$ cat src/rtl/arb_req_frontend.sv
// Request front end for a 2-client arbiter: per-client FIFOs, occupancy-driven requests, grant-driven pops.
// Optional per-client starvation counters when ARB_FE_STARVE_CNT_EN is defined.

module arb_fe_fifo #(
    parameter int DATA_W = 8,
    parameter int DEPTH  = 4
) (
    input  logic              clk,
    input  logic              reset,
    input  logic              push,
    input  logic [DATA_W-1:0] push_data,
    input  logic              pop,
    output logic [DATA_W-1:0] head,
    output logic              ready,
    output logic              not_empty
);

    localparam int PTR_W = $clog2(DEPTH);
    localparam int CNT_W = PTR_W + 1;

    logic [DATA_W-1:0] mem [DEPTH];
    logic [PTR_W-1:0]  wr_ptr;
    logic [PTR_W-1:0]  rd_ptr;
    logic [CNT_W-1:0]  count;

    // Storage carries no reset; validity is tracked entirely by the pointers and count.
    always_ff @(posedge clk) begin
        if (push) begin
            mem[wr_ptr] <= push_data;
        end
    end

    always_ff @(posedge clk) begin
        if (reset) begin
            wr_ptr <= '0;
            rd_ptr <= '0;
            count  <= '0;
        end else begin
            if (push) begin
                wr_ptr <= wr_ptr + PTR_W'(1);
            end
            if (pop) begin
                rd_ptr <= rd_ptr + PTR_W'(1);
            end
            case ({push, pop})
                2'b10:   count <= count + CNT_W'(1);
                2'b01:   count <= count - CNT_W'(1);
                default: count <= count;
            endcase
        end
    end

    // Ready is purely registered: a full FIFO stays not-ready in the cycle it is popped.
    assign ready     = (count != CNT_W'(DEPTH));
    assign not_empty = (count != '0);
    assign head      = mem[rd_ptr];

endmodule

module arb_req_frontend #(
    parameter int DATA_W = 8,
    parameter int DEPTH  = 4
) (
    input  logic              clk,
    input  logic              reset,
    input  logic              in0_valid,
    output logic              in0_ready,
    input  logic [DATA_W-1:0] in0_data,
    input  logic              in1_valid,
    output logic              in1_ready,
    input  logic [DATA_W-1:0] in1_data,
    output logic [1:0]        request,
    input  logic [1:0]        grant,
    output logic              out_valid,
    output logic [DATA_W-1:0] out_data,
    output logic              out_src
`ifdef ARB_FE_STARVE_CNT_EN
    ,
    output logic [7:0]        starve0,
    output logic [7:0]        starve1
`endif
);

    logic              push0;
    logic              push1;
    logic              pop0;
    logic              pop1;
    logic [DATA_W-1:0] head0;
    logic [DATA_W-1:0] head1;
    logic [1:0]        elig;
    logic              pop_en;
    logic              sel;
    logic              last_src;

    assign push0 = in0_valid && in0_ready;
    assign push1 = in1_valid && in1_ready;

    arb_fe_fifo #(
        .DATA_W (DATA_W),
        .DEPTH  (DEPTH)
    ) u_fifo0 (
        .clk       (clk),
        .reset     (reset),
        .push      (push0),
        .push_data (in0_data),
        .pop       (pop0),
        .head      (head0),
        .ready     (in0_ready),
        .not_empty (request[0])
    );

    arb_fe_fifo #(
        .DATA_W (DATA_W),
        .DEPTH  (DEPTH)
    ) u_fifo1 (
        .clk       (clk),
        .reset     (reset),
        .push      (push1),
        .push_data (in1_data),
        .pop       (pop1),
        .head      (head1),
        .ready     (in1_ready),
        .not_empty (request[1])
    );

    // Grants aimed at empty FIFOs are dropped; a double grant goes to the client not served last.
    assign elig = grant & request;

    always_comb begin
        pop_en = 1'b0;
        sel    = 1'b0;
        case (elig)
            2'b01: begin
                pop_en = 1'b1;
                sel    = 1'b0;
            end
            2'b10: begin
                pop_en = 1'b1;
                sel    = 1'b1;
            end
            2'b11: begin
                pop_en = 1'b1;
                sel    = ~last_src;
            end
            default: begin
                pop_en = 1'b0;
                sel    = 1'b0;
            end
        endcase
    end

    assign pop0 = pop_en && !sel;
    assign pop1 = pop_en && sel;

    // last_src resets to 1 so that client 0 wins the first tie.
    always_ff @(posedge clk) begin
        if (reset) begin
            out_valid <= 1'b0;
            out_data  <= '0;
            out_src   <= 1'b0;
            last_src  <= 1'b1;
        end else if (pop_en) begin
            out_valid <= 1'b1;
            out_data  <= sel ? head1 : head0;
            out_src   <= sel;
            last_src  <= sel;
        end else begin
            out_valid <= 1'b0;
        end
    end

`ifdef ARB_FE_STARVE_CNT_EN
    // Cycles a client has waited with a pending request since its last pop, saturating at 255.
    always_ff @(posedge clk) begin
        if (reset) begin
            starve0 <= 8'd0;
            starve1 <= 8'd0;
        end else begin
            if (pop0) begin
                starve0 <= 8'd0;
            end else if (request[0] && (starve0 != 8'hFF)) begin
                starve0 <= starve0 + 8'd1;
            end
            if (pop1) begin
                starve1 <= 8'd0;
            end else if (request[1] && (starve1 != 8'hFF)) begin
                starve1 <= starve1 + 8'd1;
            end
        end
    end
`endif

endmodule

$ cat config.mk
export PLATFORM = sky130hd
export DESIGN_NAME = arb_req_frontend
export DESIGN_NICKNAME = d
export VERILOG_FILES = /design/src/rtl/arb_req_frontend.sv
export SDC_FILE = /design/constraint.sdc
export NUM_CORES = 1
export LEC_CHECK = 0
export CAP_MARGIN = 20
export CORE_MARGIN = 4
export CORE_UTILIZATION = 60
export DETAILED_ROUTE_END_ITERATION = 10
export GPL_ROUTABILITY_DRIVEN = 0
export MAX_ROUTING_LAYER = met4
export PLACE_DENSITY = 0.85
export SLEW_MARGIN = 20
export SYNTH_ARGS = -nofsm -noshare
export SYNTH_HDL_FRONTEND = slang
export SYNTH_SLANG_ARGS = --single-unit
$ cat constraint.sdc
create_clock -name clk -period 4.2 [get_ports clk]
set_input_delay 1.26 -clock clk [delete_from_list [all_inputs] [get_ports clk]]
set_output_delay 1.26 -clock clk [all_outputs]
set_load 0.05 [all_outputs]
### Word level (Yosys, flattened, before mapping)

Memories as Yosys holds them, arrays and structs flattened. A register that Yosys moved wholly into a read port is not among the register bits.
Cells that the tools add are included.

| storage, ports and cells | value |
|---|---|
| register bits | 25 |
| RAM bits | 64 |
| input port bits | 22 |
| word-level logic and storage cells | 55 |
| memories | 2 |

| operators by class | value |
|---|---|
| add/subtract/negate cells | 8 |
| equal/unequal tests | 9 |
| multiplexer cells | 14 |
| bitwise operators | 2 |
| reduce and logical (&&, ||, !) cells | 10 |

Memory list:

| memory | depth | bits a word | read ports | clocked after memory_dff | write ports | line | source |
|---|---|---|---|---|---|---|---|
| u_fifo0.mem | 4 | 8 | 1 | 1 | 1 | 21 | `logic [DATA_W-1:0] mem [DEPTH];` |
| u_fifo1.mem | 4 | 8 | 1 | 1 | 1 | 21 |  |

Operators with widths:

| cell | count |
|---|---|
| one-hot mux 3 bit (2 select lines) | 2 |
| adder 2 x 1 -> 2 bit (second input constant) | 4 |
| equality test 2 bit (second input constant) | 4 |
| two-way mux 2 bit | 4 |
| two-way mux 8 bit | 1 |
| adder 3 x 1 -> 3 bit (second input constant) | 2 |
| equality test 2 x 1 -> 1 bit (second input constant) | 3 |
| two-way mux 1 bit | 6 |
| != test 3 bit (second input constant) | 2 |
| nonzero test 3 bit | 2 |
| subtractor 3 x 1 -> 3 bit (second input constant) | 2 |
| logical AND 1 bit | 4 |
| nonzero test 2 bit | 2 |
| OR reduction 3 bit | 1 |
| AND 2 bit | 1 |
| one-hot mux 1 bit (2 select lines) | 1 |
| zero test 1 bit | 1 |
| NOT 1 bit | 1 |

### Depth between registers and ports, before layout

| logic depth | value |
|---|---|
| depth after elaboration | 8 |
| gate-level depth with buffers | 9 |
| mapped depth without buffers | 9 |

### By module

Synthesis repeated with hierarchy kept, for this count alone.

| unflattened totals | value |
|---|---|
| cells, all modules | 241 |
| area total of the unflattened synthesis | 3,788.6 sq um |

Modules (own cells, without submodules):

| module | instances | cells each | area an instance (sq um) | sequential area each (sq um) |
|---|---|---|---|---|
| arb_fe_fifo | 2 | 89 | 1,592.8 | 1,141.1 |
| arb_req_frontend | 1 | 63 | 603.1 | 220.2 |

### Least setup slack after synthesis

No wires, ideal clock.

| timing | value |
|---|---|
| path type | input to register |
| start | input port grant[0] |
| end | register u_fifo0.count[2] |
| library setup time | 0.071 ns |
| arrival | 3.034 ns |
| slack | 1.095 ns |
| stages | 9 |
| buffers on the path | 1 |
| cell sequence | o31a_1 > o21a_1 > buf_2 > ha_1 > inv_1 > fa_1 > xor2_1 > or3_1 > a21oi_1 |

| on the way | value |
|---|---|
| cells in the longest elaborated chain, start to end | 7 |
| elaborated cells on any way between the ends | 13 |

RTL lines:

| element | line | source |
|---|---|---|
| from (decl) | 73 | `input logic [1:0] grant,` |
| AND 2 bit * | 127 | `assign elig = grant & request;` |
| equality test 2 bit or equality test 2 x 1 -> 1 bit (tied branches) | 132 | `case (elig)` |
| OR reduction 3 bit (no line) or one-hot mux 1 bit (2 select lines) (tied branches) | - |  |
| two-way mux 1 bit or zero test 1 bit (tied branches) | 132, 152 |  |
| logical AND 1 bit * | 152 | `assign pop0 = pop_en && !sel;` |
| via pop0 | 86 | `logic pop0;` |
| equality test 2 x 1 -> 1 bit or equality test 2 bit (tied branches) | 45 | `case ({push, pop})` |
| one-hot mux 3 bit (2 select lines) or nonzero test 2 bit (tied branches) | - |  |
| to (signal assigned) | 46 | `2'b10: count <= count + CNT_W'(1);` |
| to (signal assigned) | 47 | `2'b01: count <= count - CNT_W'(1);` |
| to (signal assigned) | 48 | `default: count <= count;` |
| to (decl) | 24 | `logic [CNT_W-1:0] count;` |

The timed path passes the listed nets; every way through them passes the cells marked *.
A chain may end at the register's enable or synchronous reset.

### Worst setup path in the final report

| timing | value |
|---|---|
| start | input port grant[0] |
| end | register u_fifo1.count[2] |

| on the way | value |
|---|---|
| cells in the longest elaborated chain, start to end | 7 |
| elaborated cells on any way between the ends | 12 |

RTL lines:

| element | line | source |
|---|---|---|
| AND 2 bit * | 127 |  |
| equality test 2 bit or equality test 2 x 1 -> 1 bit (tied branches) | 132 |  |
| OR reduction 3 bit (no line) | - |  |
| two-way mux 1 bit | 132 |  |
| logical AND 1 bit * | 153 | `assign pop1 = pop_en && sel;` |
| via pop1 | 87 | `logic pop1;` |
| equality test 2 x 1 -> 1 bit or equality test 2 bit (tied branches) | 45 |  |
| one-hot mux 3 bit (2 select lines) or nonzero test 2 bit (tied branches) | - |  |
| to (signal assigned) | 46 |  |
| to (signal assigned) | 47 |  |
| to (signal assigned) | 48 |  |
| to (decl) | 24 |  |

Marked as above.

==> impl_metrics.tcl <==
set metrics [dict create \
    status "complete, no violations" \
    drc_errors 0 \
    crit_path_max_fanout 10 \
    grt-ovfl-total 0 \
    yosys-top-cells-count "edfxtp_1, dfxtp_1, mux4_2, nor2_1, inv_1" \
    powerDensity_nw_per_um2 660 \
    synth.area.top_cells "edfxtp_1, dfxtp_1, mux4_2, ha_1, nor2_1" \
    min_from "out_data[7]" \
    grt_start_max_net_pins 29 \
    vias 2015 \
    slew_headroom_pct 31.5 \
    arrival_ns 3.53 \
    cts_setup_buffers 0 \
    worst_pin_slew_ns 1.02 \
    initial_core_util_pct 62.1 \
    drtIter0Drc 153 \
    swShare_pct 34.1 \
    worstReg2RegEnd "u_fifo0.count[2]" \
    pwr-share-seq_pct 45.1 \
    maxSlewViolCount 0 \
    diodes 0 \
    syn_nets 268 \
    path_class "in -> reg" \
    routed_via_density 5.72 \
    synth-seq-cells 93 \
    grt_use_total_pct 19.8 \
    antenna_found_initial 0 \
    grt_pass1_wl_um 10500 \
    yosysTopAreaCell "edfxtp_1" \
    p_leak_nw 1.47 \
    syn_inst 234 \
    min_period_ns 3.26 \
    drtPass1Iterations 4 \
    placed_area_um2 4090 \
    avgSynthCellArea_um2 15.7 \
    slowest_delay_ns 0.42 \
    core_area_um2 5920 \
    power_mw 2.84 \
    wl_met2_um 3170 \
    path_delay_family "compound AO/OA/AOI/OAI gates" \
    top_layer "met4" \
    cp_num_buf_inv 2 \
    r2r_cells 9 \
    cp-start-kind "input pin" \
    wl_met1_um 2740 \
    dpl.hpwl_um 4390 \
    pwr-share-clk_pct 22.1 \
    end_kind "flop" \
    cpMaxStageDelayCell "clkdlybuf4s50_1" \
    nets 306 \
    path_clk_slew_ns 0.08 \
    worstHoldPathCells 2 \
    switchingPower_uw 969 \
    cts_tree "done" \
    routed_wl_um 6340 \
    yosysMostFrequentCell "edfxtp_1" \
    vdd_ir_drop_max_uv 482 \
    combPwrFrac_pct 32.9 \
    synth_ff_type "edfxtp_1" \
    grt_setup_unrepaired "false" \
    crit_chain "clkdlybuf4s50_1 -> o31a_1 -> a21oi_4 -> ha_1 -> inv_1 -> fa_1 -> xor2_1 -> or3_1 -> a21oi_1" \
    hold_end "out_data[7]" \
    synth_edf_count 64 \
    design.portCount 36 \
    grt_pass1_vias 2131 \
    synthArstFlopShare_pct 0 \
    cts_root_buffer "clkbuf_8" \
    die_area_um2 7440 \
    hold_viol_final 0 \
    internal_power_mw 1.87 \
    ys_types 36 \
    max_freq_mhz 307 \
    timing.final.crit_share_pct 77.5 \
    portBuffers 35 \
    setup-tns-final_ns 0 \
    synth_top_cell_area_share_pct 52.3 \
    clock-sinks 93 \
    cts.htree.levels 3 \
    ys_seq_area_share_pct 68.1 \
    layout-drive-gt1-share_pct 13.7 \
    hp-class "reg -> reg" \
    r2r_slack_ns 1.67 \
    cts_buffer_depth 2 \
    cp.required_ns 4.47 \
    row_count 28 \
    syn-cell-area_um2 3680 \
    finalSetupViolCount 0 \
    die_h_um 86.3 \
    r2r_start "u_fifo0.count[2]" \
    die_x_um 86.3 \
    cts_buffers 9 \
    area_growth_pct 17.0 \
    met3WireLength_um 304 \
    yosysWarnings 0 \
    finalInstanceArea_um2 4300 \
    cap_violations 0 \
    cts-resized-gates 0 \
    wl_per_cell_um 18.0 \
    insertion_delay_ns 0.34 \
    clock_skew_ns 0.00824 \
    drtAntennaViolNets 0 \
    ctsHoldBuffers 0 \
]
==> worst reg2reg max path, delay by kind of cell, from the launching register on <==
family	cells	cell delay, ns
flops	1	0.42
buf+inv	2	0.16
xor+xnor	1	0.15
simple gates	3	0.98
fa+ha+maj	2	0.62
compound gates	1	0.14
==> worst max path at each step <==
stage,startpoint,end,slack [ns],depth (start not counted)
after floorplan,grant[0],u_fifo0.count[2],1.10,9
final,grant[0],u_fifo1.count[2],0.94,9
after global placement,grant[0],u_fifo1.count[2],0.71,9
after global routing,grant[0],u_fifo1.count[2],0.84,9
after detailed placement,grant[0],u_fifo1.count[2],0.62,9
after CTS,grant[0],u_fifo1.count[2],0.97,9
==> power by group through the flow <==
| stage | logic [mW] | registers, mW | clock network [mW] |
|---|---|---|---|
| detailed placement | 0.929 | 1.30 | 0 |
| global route | 1.01 | 1.31 | 0.676 |
| floorplan | 0.600 | 1.37 | 0 |
| finish | 0.934 | 1.28 | 0.626 |
| global placement | 0.902 | 1.30 | 0 |
| CTS | 0.939 | 1.28 | 0.633 |
==> kinds of logic (layout without fill, tap and decap cells) <==
group | count (synthesis) | in the layout | synth area share [%]
AO/OA/AOI/OAI | 31 | 31 | 5.85
XOR/XNOR | 10 | 10 | 2.38
adder cells (fa/ha/maj) | 12 | 12 | 4.49
buffers and inverters | 22 | 65 | 2.55
flip-flops | 93 | 93 | 68.1
multiplexers | 17 | 17 | 10.1
AND/OR/NAND/NOR | 49 | 49 | 6.57
==> per-layer routing <==
layer | track usage, % | up-vias
li1 | - | 955
met1 | 26.0 | 980
met2 | 30.8 | 71
met3 | 3.23 | 9
met4 | 8.92 | 0
met5 | - | -
==> cell type report <==
type	instances	area, µm²
flip-flops and latches	93	2500
fillers	353	1620
clock inverters	6	87.6
multi-input cells	119	1080
inverters	12	45.0
well taps	75	93.8
clock buffers	10	128
repair buffers	37	365
==> metrics by stage <==
| stage | hold slack (ns) | setup WS, ns | utilization [%] | cells |
|---|---|---|---|---|
| final | 0.473 | 0.944 | 72.7 | 352 |
| after global routing | 0.501 | 0.843 | 72.7 | 352 |
| after floorplan | 0.469 | 1.10 | - | 234 |
| after CTS | 0.470 | 0.974 | 72.7 | 352 |
| after global placement | 0.436 | 0.708 | 69.0 | 336 |
| after detailed placement | 0.459 | 0.616 | 69.0 | 336 |
==> flip-flops by register name, summed over array words and instances, names as in the netlist, named ones only <==
name            flops
u_fifo0.wr_ptr      2
u_fifo1.count       3
u_fifo0.mem        32
u_fifo0.count       3
last_src            1
out_valid           1
u_fifo1.mem        32
u_fifo1.wr_ptr      2
out_data            8
out_src             1
u_fifo0.rd_ptr      2
u_fifo1.rd_ptr      2
==> placed cells by master, fill, tap and decap left out, drive strengths merged, types with 2 or more instances in the layout <==
cell type      count
xor2               6
clkbuf            10
a21oi              7
nor2              16
edfxtp            64
clkdlybuf4s50     35
o21ai             10
a22oi              7
fa                 2
buf                2
clkinv             4
mux4              16
ha                10
inv               12
and2               2
and3               8
or3                4
nand2             11
dfxtp             29
or3b               2
o31a               2
xnor2              4
bufinv             2
nor3               2
No activity file was read; power rests on OpenSTA's default activity.
